<file path="config.mk">
export PLATFORM = sky130hd
export DESIGN_NAME = uart_tx_arbiter
export DESIGN_NICKNAME = d
export VERILOG_FILES = /design/src/rtl/uart_tx_arbiter.sv
export SDC_FILE = /design/constraint.sdc
export NUM_CORES = 1
export LEC_CHECK = 0
export BUFFER_PORTS_ARGS = -buffer_cell sky130_fd_sc_hd__clkbuf_2
export CORE_UTILIZATION = 45
export CTS_BUF_LIST = sky130_fd_sc_hd__clkbuf_2
export DETAILED_ROUTE_END_ITERATION = 6
export PLACE_DENSITY = 0.82
export SLEW_MARGIN = 20
export SYNTH_ARGS = -nofsm -noshare
export SYNTH_HDL_FRONTEND = slang
export SYNTH_SLANG_ARGS = --single-unit
</file>
<file path="constraint.sdc">
create_clock -name clk -period 2.1 [get_ports clk]
set_clock_uncertainty 0.2 [all_clocks]
set_input_delay 0.21 -clock clk [delete_from_list [all_inputs] [get_ports clk]]
set_output_delay 0.21 -clock clk [all_outputs]
set_load 0.01 [all_outputs]
</file>
<file path="src/rtl/uart_tx_arbiter.sv">
// uart_tx_arbiter: shares one UART transmitter between three byte-stream
// requesters. A requester keeps the grant for a whole message (message lock)
// and loses it when it finishes its last byte or stalls for HOLD_TIMEOUT
// idle clocks. Message starts are arbitrated round-robin. All outputs are
// registered.
module uart_tx_arbiter #(
  parameter int HOLD_TIMEOUT = 1024
) (
  input  logic        clk,
  input  logic        rst,
  input  logic [2:0]  req,
  input  logic [23:0] req_byte,
  input  logic [2:0]  req_last,
  output logic [2:0]  req_ack,
  output logic [2:0]  msg_done,
  output logic [2:0]  abort,
  output logic [7:0]  tx_byte,
  output logic        tx_dv,
  input  logic        tx_active,
  input  logic        tx_done,
  output logic [1:0]  grant_id,
  output logic        busy
);

  localparam int CNT_W = (HOLD_TIMEOUT < 2) ? 1 : $clog2(HOLD_TIMEOUT + 1);
  localparam logic [1:0] NO_OWNER = 2'd3;

  typedef enum logic [1:0] {
    IDLE      = 2'd0,
    SEND      = 2'd1,
    WAIT_DONE = 2'd2,
    HOLD      = 2'd3
  } state_t;

  state_t             state_q, state_d;
  logic [1:0]         rr_ptr_q, rr_ptr_d;
  logic [1:0]         grant_q, grant_d;
  logic               last_q, last_d;
  logic [CNT_W-1:0]   hold_cnt_q, hold_cnt_d;
  logic [7:0]         tx_byte_q, tx_byte_d;
  logic               tx_dv_q, tx_dv_d;
  logic [2:0]         req_ack_q, req_ack_d;
  logic [2:0]         msg_done_q, msg_done_d;
  logic [2:0]         abort_q, abort_d;
  logic               busy_q, busy_d;

  // Next requester index in the cyclic order 0 -> 1 -> 2 -> 0.
  function automatic logic [1:0] inc3(input logic [1:0] id);
    inc3 = (id == 2'd2) ? 2'd0 : id + 2'd1;
  endfunction

  // One-hot vector for a requester index; NO_OWNER maps to all zeros.
  function automatic logic [2:0] id_bit(input logic [1:0] id);
    case (id)
      2'd0:    id_bit = 3'b001;
      2'd1:    id_bit = 3'b010;
      2'd2:    id_bit = 3'b100;
      default: id_bit = 3'b000;
    endcase
  endfunction

  // Byte lane of the given requester.
  function automatic logic [7:0] byte_sel(input logic [23:0] b, input logic [1:0] id);
    case (id)
      2'd0:    byte_sel = b[7:0];
      2'd1:    byte_sel = b[15:8];
      default: byte_sel = b[23:16];
    endcase
  endfunction

  // Round-robin pick: first set request at ptr, ptr+1, ptr+2 (mod 3).
  function automatic logic [1:0] rr_pick(input logic [2:0] r, input logic [1:0] ptr);
    logic [1:0] c0, c1, c2;
    c0 = ptr;
    c1 = inc3(c0);
    c2 = inc3(c1);
    if (|(r & id_bit(c0)))      rr_pick = c0;
    else if (|(r & id_bit(c1))) rr_pick = c1;
    else if (|(r & id_bit(c2))) rr_pick = c2;
    else                        rr_pick = NO_OWNER;
  endfunction

  logic grant_req;
  logic grant_last;
  logic hold_expired;

  assign grant_req    = |(req & id_bit(grant_q));
  assign grant_last   = |(req_last & id_bit(grant_q));
  assign hold_expired = (hold_cnt_q == CNT_W'(HOLD_TIMEOUT - 1));

  // Next-state and next-output logic; pulses default low every cycle.
  always_comb begin
    state_d    = state_q;
    rr_ptr_d   = rr_ptr_q;
    grant_d    = grant_q;
    last_d     = last_q;
    hold_cnt_d = hold_cnt_q;
    tx_byte_d  = tx_byte_q;
    tx_dv_d    = 1'b0;
    req_ack_d  = 3'b000;
    msg_done_d = 3'b000;
    abort_d    = 3'b000;

    case (state_q)
      IDLE: begin
        if ((|req) && !tx_active) begin
          grant_d = rr_pick(req, rr_ptr_q);
          state_d = SEND;
        end
      end

      SEND: begin
        // Launch only into an idle transmitter; a late busy just delays launch.
        if (!tx_active) begin
          tx_byte_d = byte_sel(req_byte, grant_q);
          tx_dv_d   = 1'b1;
          req_ack_d = id_bit(grant_q);
          last_d    = grant_last;
          state_d   = WAIT_DONE;
        end
      end

      WAIT_DONE: begin
        if (tx_done) begin
          if (last_q) begin
            msg_done_d = id_bit(grant_q);
            rr_ptr_d   = inc3(grant_q);
            grant_d    = NO_OWNER;
            state_d    = IDLE;
          end else begin
            hold_cnt_d = '0;
            state_d    = HOLD;
          end
        end
      end

      HOLD: begin
        // Other requesters are ignored here: the grant is locked to the message.
        if (grant_req) begin
          if (!tx_active) state_d = SEND;
        end else if (hold_expired) begin
          abort_d  = id_bit(grant_q);
          rr_ptr_d = inc3(grant_q);
          grant_d  = NO_OWNER;
          state_d  = IDLE;
        end else begin
          hold_cnt_d = hold_cnt_q + CNT_W'(1);
        end
      end

      default: begin
        state_d = IDLE;
        grant_d = NO_OWNER;
      end
    endcase

    busy_d = (state_d != IDLE);
  end

  // State and registered outputs; reset returns everything to idle values.
  always_ff @(posedge clk) begin
    if (rst) begin
      state_q    <= IDLE;
      rr_ptr_q   <= 2'd0;
      grant_q    <= NO_OWNER;
      last_q     <= 1'b0;
      hold_cnt_q <= '0;
      tx_byte_q  <= 8'h00;
      tx_dv_q    <= 1'b0;
      req_ack_q  <= 3'b000;
      msg_done_q <= 3'b000;
      abort_q    <= 3'b000;
      busy_q     <= 1'b0;
    end else begin
      state_q    <= state_d;
      rr_ptr_q   <= rr_ptr_d;
      grant_q    <= grant_d;
      last_q     <= last_d;
      hold_cnt_q <= hold_cnt_d;
      tx_byte_q  <= tx_byte_d;
      tx_dv_q    <= tx_dv_d;
      req_ack_q  <= req_ack_d;
      msg_done_q <= msg_done_d;
      abort_q    <= abort_d;
      busy_q     <= busy_d;
    end
  end

  assign req_ack  = req_ack_q;
  assign msg_done = msg_done_q;
  assign abort    = abort_q;
  assign tx_byte  = tx_byte_q;
  assign tx_dv    = tx_dv_q;
  assign grant_id = grant_q;
  assign busy     = busy_q;

endmodule

</file>
* Word level (Yosys, flattened, before mapping) *
Cells that the tools add are included.

operators by class
  equal/unequal tests = 19
  $lt $le $gt $ge = 0
  reduce and logical (&&, ||, !) cells = 24
  multiplexer cells = 45
  shift operators = 0
  add/sub/neg operators = 4
  bitwise logic cells = 12
  divide/modulo/power cells = 0
  multiply operators = 0

operators by type and width
  kind                   count
  $mux 11                4
  $mux 2                 22
  $pmux 3 s3             4
  $mux 3                 9
  $pmux 11 s2            1
  $reduce_or 3->1        7
  $pmux 8 s2             1
  $and 3x3->3            5
  $ne 2x2->1 const B     7
  $eq 2x2->1 const B     6
  $add 11x1->11 const B  1
  $eq 11x10->1 const B   1
  $eq 2x1->1 const B     5
  $logic_not 2->1        5
  $reduce_and 5->1       2
  $pmux 2 s4             1
  $not 1->1              7
  $add 2x1->2 const B    3
  $pmux 2 s3             1
  $reduce_and 6->1       1
  $reduce_or 6->1        1
  $pmux 2 s2             1
  $reduce_bool 2->1      2
  $reduce_or 4->1        1
  other kinds (6)        6

word-level totals
  latch bits = 0
  output and inout port bits = 21
  memory bits (read-only) = 0
  input bits = 34
  memories = 0
  bits in writable memories = 0
  bits in registers = 37

* Logic depth before layout (Yosys ltp) *
  word-level depth = 22
  mapped depth = 6
  mapped depth without buffers = 5

* Worst setup path after synthesis *
Ideal clock, no wire load.

  path kind = flip-flop to flip-flop
  from = register hold_cnt_q[0]
  to = register rr_ptr_q[0]
  period minus slack after synthesis = 2.109 ns
  arrival = 1.788 ns
  buffers on the path = 0
  cell stages (with the launch flop) = 6
  data required time = 1.779 ns
  path slack = -0.009 ns
  library setup time = 0.121 ns
  path through = dfxtp_1 > ha_1 > nand4_2 > or3_1 > o41ai_4 > mux2_2

between the ends
  longest elaborated chain between the ends = 3

RTL lines
  item                        line  text
  from (decl)                 39    logic [CNT_W-1:0] hold_cnt_q, hold_cnt_d;
  from (signal assigned)      179   hold_cnt_q <= hold_cnt_d;
  $eq 11x10->1                89    assign hold_expired = (hold_cnt_q == CNT_W'(HOLD_TIMEOUT - 1));
  $ne 2x2->1 (no line)        n/a
  $reduce_and 5->1 (no line)  n/a
  to (signal assigned)        176   rr_ptr_q <= rr_ptr_d;
  to (decl)                   36    logic [1:0] rr_ptr_q, rr_ptr_d;

Every way passes these cells.
A chain may end at the register's enable or synchronous reset.

* Final worst setup path *
Ends and elaborated chain as after synthesis.

==> metrics.md <==
| Metric | Value |
|---|---|
| Slowest CP cell | o41ai_4 |
| Endpoint class of the critical path | flip-flop |
| Post-synth top flop | dfxtp_1 |
| Worst slew pin tran | 0.465 ns |
| Fillers | 319 |
| Die area | 4360 um2 |
| Area growth, synth to finish | 33.4% |
| Met3 wire len | 289 um |
| Clock Path Buffers | 2 |
| Reg clk slew, reported paths | 0.20 ns |
| Share of cells above drive strength 1 | 0.330 |
| MaxCap Viol Count | 0 |
| Lkg Pwr | 1.13 nW |
| Asr flop ratio synth | 0 |
| Avg Vias per Cell | 5.61 |
| Worst-skew pair later-pin latency | 0.40 ns |
| Root Buffer | clkbuf_2 |
| Core Region | 3800 um2 |
| Fin crit share | 0.978 |
| H-tree depth | 2 |
| Slew Viols, Final | 0 |
| Post-synth EDFFs | 0 |
| Wirelength, routed | 4790 um |
| Setup Crit Path Kind | flip-flop to flip-flop |
| Initial Util | 0.486 |
| Multi-input logic area | 1070 um2 |
| Critical Path Max Stage Delay | 0.42 ns |
| WL per Instance | 13.9 um |
| Post-route cell area | 2460 um2 |
| Final setup viols | 0 |
| DR pass1 iterations | 4 |
| Total CTS buffers | 5 |
| Placed cell area | 2250 um2 |
| Synth Warn # | 0 |
| GPL Wtd Cong | 0.850 |
| Antenna cells | 0 |
| Metal-1 WL | 2010 um |
| DIE HEIGHT | 66.0 um |
| Initial antenna violation count | 0 |
| Total power | 1.37 mW |
| First-pass GRT wire length | 8080 um |
| Pwr Density | 555 nW/um2 |
| Residual DRC | 0 |
| CP top delay family | simple AND/OR/NAND/NOR gates |
| Crit-path max FO | 4 |
| CTS tree | done |
| Vias after detailed routing | 1937 |
| Hpwl dp | 3280 um |
| Fin. Hold Viols | 0 |
| Register bit total from synthesis | 37 |
| RSZ-0062 raised after global routing | true |
| Die width | 66.0 um |
| Buffers on Ports | 54 |
| Worst vdd rail ir drop | 0.000297 V |
| Mapped Nets | 255 |
| Nature of the critical path startpoint | flip-flop |
| Max layer used | met4 |
| Largest net degree at the start of global routing | 24 |
| Vias in the first global route | 1861 |
| Initial DRC count | 118 |
| Yosys cell types | 45 |
| Met2 wire length | 2350 um |
| # IOs | 55 |
| CP cell instances | ha_4, nand4_4, or3_4, o41ai_4, mux2_4 |
| Top cells by area, synth | dfxtp_1, mux2i_1, nand2_1 |
| Total GRT Usage | 0.243 |
| Post-route insts no fill | 345 |
| Slew headroom | 0.690 |
| Rows | 22 |
| Peak Freq | 0.487 GHz |
| Clk sink count | 37 |
| Grt ovf | 0 |
| Post-synthesis sequential area ratio | 0.402 |
| Crit path arrival time | 2.16 ns |
| Final min period | 2.05 ns |
| Syn Area/Cell | 8.38 um2 |
| Register area | 747 um2 |
| Outcome | finished, final reports clean |
| Worst Path Buf+Inv | 0 |
| Total negative slack | 0 ns |
| Most frequent cells in the layout | clkbuf_2, nand2_1, dfxtp_1, buf_4 |
| Placed Cells | 325 |
| Hold crit path type | input port to flip-flop |
| Synth top area share | 0.402 |
| Antenna viol nets, final | 0 |
| Synthesized area | 1840 um2 |
| Most common cell after layout, fill and taps aside | clkbuf_2 |
| Final hold slack | 0.0207 ns |
| Required time of the worst setup path | 2.20 ns |
| Final nets | 331 |
| Synth area leader | dfxtp_1 |
| Synth Instances | 220 |
[state kept, by name, summed over array words and instances (netlist names)]
name        count
state_q         2
req_ack         3
grant_id        2
rr_ptr_q        2
tx_byte         8
last_q          1
hold_cnt_q     11
busy            1
msg_done        3
tx_dv           1
abort           3
[per-stage QoR]
stage	util	setup slack, ns
2_1_floorplan	-	0.0308
3_3_place_gp	0.591	0.0317
3_5_place_dp	0.591	-0.0621
4_1_cts	0.641	-0.000737
5_1_grt	0.648	-0.00915
6_report	0.648	0.0465
[cell usage after synthesis, types with 4 or more instances]
master	instances
nor3_1	7
nand2b_1	4
or3_1	6
mux2i_1	15
clkbuf_1	10
o21ai_0	12
nand3_1	4
nand2_1	39
dfxtp_1	37
a21oi_1	14
inv_1	6
nor2b_1	4
nand4_1	4
nor2_1	10
or4_1	6
[worst reg2reg max path, stage by stage (launching register included)]
cell and delay (ns):
dfxtp_2 0.40, ha_4 0.15, nand4_4 0.09, or3_4 0.36
o41ai_4 0.42, mux2_4 0.34
[logic make-up after synthesis]
logic type | Yosys count | synth area share
flip-flops | 37 | 0.402
adder cells (fa/ha/maj) | 1 | 0.00678
multiplexers | 17 | 0.0936
buffers and inverters | 20 | 0.0427
AND/OR/NAND/NOR | 97 | 0.273
AO/OA/AOI/OAI | 48 | 0.182
[what timing repair did]
action / CTS / global route
pin swaps: 3 / 1
buffers inserted: 1 / 0
hold endpoints to repair: 11 / 0
hold buffers: 11 / 0
endpoints found under the setup margin: 5 / 7
gates resized for setup: 6 / 9
[per-layer routing]
metal / GRT usage / up-vias
met4: 0.106 / 0
met3: 0.0569 / 12
met1: 0.296 / 895
met5: 0 / -
met2: 0.407 / 78
li1: - / 952
[layout make-up]
cell class,instances,area share
Timing Repair Buffer,83,0.210
Sequential cell,37,0.304
Clock buffer,5,0.0102
Inverter,6,0.00916
Tap cell,48,0.0244
Clock inverter,3,0.00712
Multi-Input combinational cell,163,0.436
[path summary, 6_finish.rpt]
path / startpoint / end / slack (ns) / cells after the start
worst min register to register: tx_byte[7] / tx_byte[7] / 0.27 / 2
worst min-delay path: req_byte[3] / tx_byte[3] / 0.02 / 5
worst max register to register: hold_cnt_q[0] / rr_ptr_q[0] / 0.05 / 5
worst max-delay path: hold_cnt_q[0] / rr_ptr_q[0] / 0.05 / 5
[power breakdown]
group          switching (mW)  internal [mW]
clock network           0.239         0.0786
logic                   0.159          0.139
registers              0.0245          0.726
(Power assumes the default switching activity.)
